[src/rtl/kyber_hpm_result_unloader.sv]
// Unloads one result polynomial from KyberHPM16PE, de-interleaves it and streams it in natural order.
// Optional macro KYBER_UNLOAD_REDUCE_EN: one conditional subtract of KQ on the read path.
module kyber_hpm_result_unloader #(
  parameter int unsigned PE_NUMBER = 16,
  parameter int unsigned READ_LAT  = 3
`ifdef KYBER_UNLOAD_REDUCE_EN
  ,
  parameter int unsigned KQ        = 3329
`endif
) (
  input  logic                    clk,
  input  logic                    reset,
  input  logic                    start,
  input  logic                    sel_b,
  output logic                    read_a,
  output logic                    read_b,
  input  logic [12*PE_NUMBER-1:0] dout_in,
  output logic [11:0]             coef_data,
  output logic                    coef_valid,
  input  logic                    coef_ready,
  output logic                    coef_last,
  output logic                    busy,
  output logic                    done
);

  localparam int unsigned CW     = 12;
  localparam int unsigned NCOEF  = 256;
  localparam int unsigned NBEAT  = NCOEF / PE_NUMBER;
  localparam int unsigned CNT_W  = 9;
  localparam logic [CNT_W-1:0] WAIT_LAST = CNT_W'(READ_LAT - 2);
  localparam logic [CNT_W-1:0] CAPT_LAST = CNT_W'(NBEAT - 1);

  typedef enum logic [2:0] {
    S_IDLE, S_PULSE, S_WAIT, S_CAPT, S_STRM, S_FIN
  } state_t;

  state_t           state_q, state_d;
  logic [CNT_W-1:0] cnt_q, cnt_d;
  logic             sel_q, sel_d;
  logic             read_a_q, read_a_d;
  logic             read_b_q, read_b_d;
  logic [CW-1:0]    coef_data_q, coef_data_d;
  logic             coef_valid_q, coef_valid_d;
  logic             coef_last_q, coef_last_d;
  logic             busy_q, busy_d;
  logic             done_q, done_d;
  logic [CW-1:0]    rd_raw, rd_val;
  logic             hs;

  logic [CW-1:0]    coef_mem_q [NCOEF];

  // State register
  always_ff @(posedge clk) begin
    if (reset) state_q <= S_IDLE;
    else       state_q <= state_d;
  end

  // Next-state logic
  always_comb begin
    state_d = state_q;
    unique case (state_q)
      S_IDLE:  if (start) state_d = S_PULSE;
      S_PULSE: state_d = S_WAIT;
      S_WAIT:  if (cnt_q == WAIT_LAST) state_d = S_CAPT;
      S_CAPT:  if (cnt_q == CAPT_LAST) state_d = S_STRM;
      S_STRM:  if (coef_valid_q && coef_ready && coef_last_q) state_d = S_FIN;
      S_FIN:   state_d = S_IDLE;
      default: state_d = S_IDLE;
    endcase
  end

  // Buffer read, optionally folded once into [0, KQ)
  always_comb begin
    rd_raw = coef_mem_q[cnt_q[7:0]];
`ifdef KYBER_UNLOAD_REDUCE_EN
    rd_val = (rd_raw >= CW'(KQ)) ? rd_raw - CW'(KQ) : rd_raw;
`else
    rd_val = rd_raw;
`endif
  end

  // Output and datapath next values; the output register refills whenever it is empty or drained
  always_comb begin
    cnt_d        = '0;
    sel_d        = sel_q;
    coef_data_d  = coef_data_q;
    coef_valid_d = 1'b0;
    coef_last_d  = 1'b0;
    hs           = coef_valid_q && coef_ready;
    unique case (state_q)
      S_IDLE: if (start) sel_d = sel_b;
      S_WAIT: if (cnt_q != WAIT_LAST) cnt_d = cnt_q + CNT_W'(1);
      S_CAPT: if (cnt_q != CAPT_LAST) cnt_d = cnt_q + CNT_W'(1);
      S_STRM: begin
        cnt_d        = cnt_q;
        coef_valid_d = coef_valid_q;
        coef_last_d  = coef_last_q;
        if (hs && coef_last_q) begin
          coef_valid_d = 1'b0;
          coef_last_d  = 1'b0;
        end else if ((!coef_valid_q || coef_ready) && !cnt_q[8]) begin
          coef_data_d  = rd_val;
          coef_last_d  = (cnt_q[7:0] == 8'hFF);
          coef_valid_d = 1'b1;
          cnt_d        = cnt_q + CNT_W'(1);
        end
      end
      default: ;
    endcase
    read_a_d = (state_d == S_PULSE) && !sel_d;
    read_b_d = (state_d == S_PULSE) && sel_d;
    busy_d   = (state_d != S_IDLE);
    done_d   = (state_d == S_FIN);
  end

  // Control and output registers
  always_ff @(posedge clk) begin
    if (reset) begin
      cnt_q        <= '0;
      sel_q        <= 1'b0;
      read_a_q     <= 1'b0;
      read_b_q     <= 1'b0;
      coef_data_q  <= '0;
      coef_valid_q <= 1'b0;
      coef_last_q  <= 1'b0;
      busy_q       <= 1'b0;
      done_q       <= 1'b0;
    end else begin
      cnt_q        <= cnt_d;
      sel_q        <= sel_d;
      read_a_q     <= read_a_d;
      read_b_q     <= read_b_d;
      coef_data_q  <= coef_data_d;
      coef_valid_q <= coef_valid_d;
      coef_last_q  <= coef_last_d;
      busy_q       <= busy_d;
      done_q       <= done_d;
    end
  end

  // De-interleave: beat j lane i lands at 8j + i/2, odd lanes in the upper half
  always_ff @(posedge clk) begin
    if (state_q == S_CAPT) begin
      for (int i = 0; i < PE_NUMBER; i++) begin
        coef_mem_q[{1'(i % 2), cnt_q[3:0], 3'(i / 2)}] <= dout_in[CW*(PE_NUMBER-1-i) +: CW];
      end
    end
  end

  assign read_a     = read_a_q;
  assign read_b     = read_b_q;
  assign coef_data  = coef_data_q;
  assign coef_valid = coef_valid_q;
  assign coef_last  = coef_last_q;
  assign busy       = busy_q;
  assign done       = done_q;

endmodule

[config.mk]
export PLATFORM = sky130hd
export DESIGN_NAME = kyber_hpm_result_unloader
export DESIGN_NICKNAME = d
export VERILOG_FILES = /design/src/rtl/kyber_hpm_result_unloader.sv
export SDC_FILE = /design/constraint.sdc
export NUM_CORES = 2
export LEC_CHECK = 0
export CORE_ASPECT_RATIO = 1.1
export CORE_UTILIZATION = 45
export DETAILED_ROUTE_END_ITERATION = 10
export SLEW_MARGIN = 5
export SYNTH_ARGS = -nofsm -noshare
export SYNTH_HDL_FRONTEND = slang
export SYNTH_SLANG_ARGS = --single-unit
[constraint.sdc]
create_clock -name clk -period 22.2 [get_ports clk]
set_input_delay 2.22 -clock clk [delete_from_list [all_inputs] [get_ports clk]]
set_output_delay 2.22 -clock clk [all_outputs]
set_load 0.05 [all_outputs]
==> out/metrics.cfg <==
[worst_setup_path]
rr_endpoint = coef_data[3]$_SDFFE_PP0P_
slowest_delay_ns = 1.09
worst-r2r-cell-count = 9
worstPathMaxFanout = 127
reg2reg_slack_ns = 16.70
crit_chain = buf_12, buf_12, buf_4, mux4_2, a22o_1, a221oi_1, o22ai_1, o2bb2ai_1, a311oi_1
rr_startpoint = cnt_q[1]$_SDFFE_PP0P_
startpoint = cnt_q[1]$_SDFFE_PP0P_
crit_type = reg2reg
cp.arrival_ns = 6.20
worst_path_max_delay_cell = o2bb2ai_1
endpoint_kind = flip-flop
crit_required_ns = 22.90
cp_common_cell = buf_12
start_kind = flip-flop

[global_route]
grt_usage_pct = 23.4
grt.met2_usage_pct = 38.6
grt_pass1_vias = 58200
busiest_layer = met2
overflow = 0
grt_max_degree = 157
grt_pass1_wl_mm = 441
use_met1_pct = 31.9
grtUsageMet3_pct = 3.99
antenna_found_initial = 36

[timing]
slew_headroom_pct = -4.91
totalNegativeSetupSlack_ns = 0
fmax_mhz = 182
maxSlewViolCount = 36
finalSetupViolations = 0
tightest_slew_ns = 1.57
clock-skew-final_ns = 0.0507
grt_setup_unrepaired = false
finalCritPeriodShare_pct = 24.8
period_needed_ns = 5.50
hold_violations = 0

[power]
vdd_drop_max_mv = 0.0720
sw_frac_of_total_pct = 20.2
powerDensity_nw_per_um2 = 87.7
p_clk_share_pct = 42.5
p_switching_uw = 2380
leakage_uw = 0.0402
p_comb_share_pct = 2.7
p_int_uw = 9390
p_seq_share_pct = 54.8

[synthesis]
synth_seq_cells = 3103
synth_top_area_cell = edfxtp_1
synthTopCellsByArea = edfxtp_1, mux4_2, mux2i_1
yosysTopAreaCellShare_pct = 77.8
synthesis.area_sq_um = 119000
synth_fp_nets = 5487
synth_ff_type = edfxtp_1
yosysUniqueCellTypes = 74
avgSynthCellArea_sq_um = 22.4
syn-instance-count = 5286
async_reset_ff_share_pct = 0
yosysWarnings = 0
synth_edf_count = 3072
ys_seq_area_share_pct = 78.3

[placement]
post_dp_cell_area_sq_um = 125000
hpwl_mm = 171
numPortBuffers = 214
place_congestion = 0.785

[cells_and_area]
final_common_cell = edfxtp_1
area_delta_synth_final_pct = 13.2
final_cell_mix = edfxtp_1, mux4_2, clkbuf_16
post-route-cell-area_sq_um = 134000
nets = 5851
drive_gt1_share_pct = 21.6
postLayoutCoreUtil_pct = 51.2

[clock_network]
cts_tree = done
cts_setup_buffers = 0
worstSkewPairLatency_ns = 0.89
h-tree-depth = 5
clock_path_buffers = 4
cts_made_buffers = 314
cts.clk_slew.worst_paths_ns = 0.06
cts.repair.resized = 0
root_buffer = clkbuf_16
clkSinkCount = 3103
hold_buffers = 0

[floorplan]
io-pin-count = 215
die_area_sq_um = 266000
row_count = 197
die_w_microns = 491
die_h_microns = 540
initial_core_util_pct = 45.3
core_area_sq_um = 262000

[detailed_routing]
drt-total-wl_mm = 310
viasPerCell = 6.12
num_vias = 57500
dr.pass1.iters = 9
antenna_left = 0
wl_per_cell_microns = 33.1
drt_iter0_drc = 6164
drc = 42

[hold_path]
min_to = sel_q$_SDFF_PP0_
hold_path_depth = 2
hold_start = sel_q$_SDFF_PP0_
min_path_type = reg2reg

[flow_run]
drv_cap = 0

[status]
failed_checks = DRC, slew limit
status = finished with violations

## state kept, by name, indices dropped and copies added (netlist names)
name	count
coef_data	12
read_a	1
state_q	3
coef_valid	1
busy	1
sel_q	1
coef_last	1
done	1
cnt_q	9
read_b	1
coef_mem_q	3072
## kinds of logic (layout without fill, tap and decap cells)
logic type	count (synthesis)	after routing	share of synthesized area [%]
muxes	971	971	15.4
DFF	3103	3103	78.3
buffers and inverters	300	904	1.60
and+or+nand+nor	366	366	1.41
adders and majority gates	4	4	0.0422
other	0	19	0
xor gates and xnor gates	8	8	0.0591
AOI/OAI and AO/OA	534	534	3.14
## worst max-delay path, delay by kind of cell (launching register included)
family / cells / cell delay (ns)
AOI/OAI and AO/OA: 5 / 1.93
buffers and inverters: 3 / 1.86
DFF: 1 / 0.77
muxes: 1 / 0.41
## Yosys cell counts, types with 6 or more instances
cell type	n
a22oi_1	82
o211ai_1	15
nand4_1	7
nor4_1	7
a211o_1	9
a2111oi_0	14
o22ai_1	78
buf_2	88
nand3_1	37
a311oi_1	6
buf_4	62
a221oi_1	22
nor3_1	20
dfxtp_1	31
a21oi_1	77
o221ai_1	38
xnor2_1	8
buf_1	17
nor2b_1	11
and2_1	8
o21ai_0	66
edfxtp_1	3072
a31oi_1	15
nor2_1	81
mux2_2	13
mux2i_1	274
a211oi_1	46
nand2b_1	10
buf_8	6
buf_6	43
nand2_1	152
clkbuf_1	73
mux4_2	682
a22o_1	20
## power groups by stage
stage | clock, uW | combinational (uW) | sequential, uW
2_1_floorplan | 0 | 149 | 6580
3_3_place_gp | 0 | 322 | 6580
3_5_place_dp | 0 | 324 | 6580
4_1_cts | 5090 | 325 | 6450
5_1_grt | 5310 | 338 | 6450
6_report | 5010 | 317 | 6450
## worst max path at each step
stage,to,slack (ns),cells past startpoint
2_1_floorplan,coef_mem_q[216][0]$_DFFE_PP_,11.77,8
3_3_place_gp,coef_data[2]$_SDFFE_PP0P_,16.13,8
3_5_place_dp,coef_data[3]$_SDFFE_PP0P_,16.57,9
4_1_cts,coef_data[3]$_SDFFE_PP0P_,16.60,9
5_1_grt,coef_data[2]$_SDFFE_PP0P_,16.43,9
6_report,coef_data[3]$_SDFFE_PP0P_,16.70,9
## through the flow
step                      setup slack (ns)  hold WS (ns)  total power, uW  std cells
after floorplan                      11.77         0.434             6730       5286
final                                16.70         0.462            11800       9391
after global placement               16.13         0.440             6900       8814
after detailed placement             16.57         0.455             6900       8816
after CTS                            16.60         0.464            11900       9372
after global routing                 16.43         0.503            12100       9376
## final cells by class
cell class	instances	area, sq um
Clock buffer	394	8290
Fill cell	20300	128000
Inverter	9	43.8
Clock inverter	162	1290
Multi-Input combinational cell	1883	24000
Sequential cell	3103	92900
Tap cell	3482	4360
Antenna cell	19	47.5
Timing Repair Buffer	339	3320
## layer usage
layer / wire length (microns) / part of all wire (%) / vias to the layer above
li1: - / - / 23300
met2: 155000 / 50 / 2218
met3: 22300 / 7.2 / 443
met4: 8640 / 2.8 / 16
met5: 99 / 0.032 / -
met1: 125000 / 40 / 31500
Power figures use the tool's default switching activity.
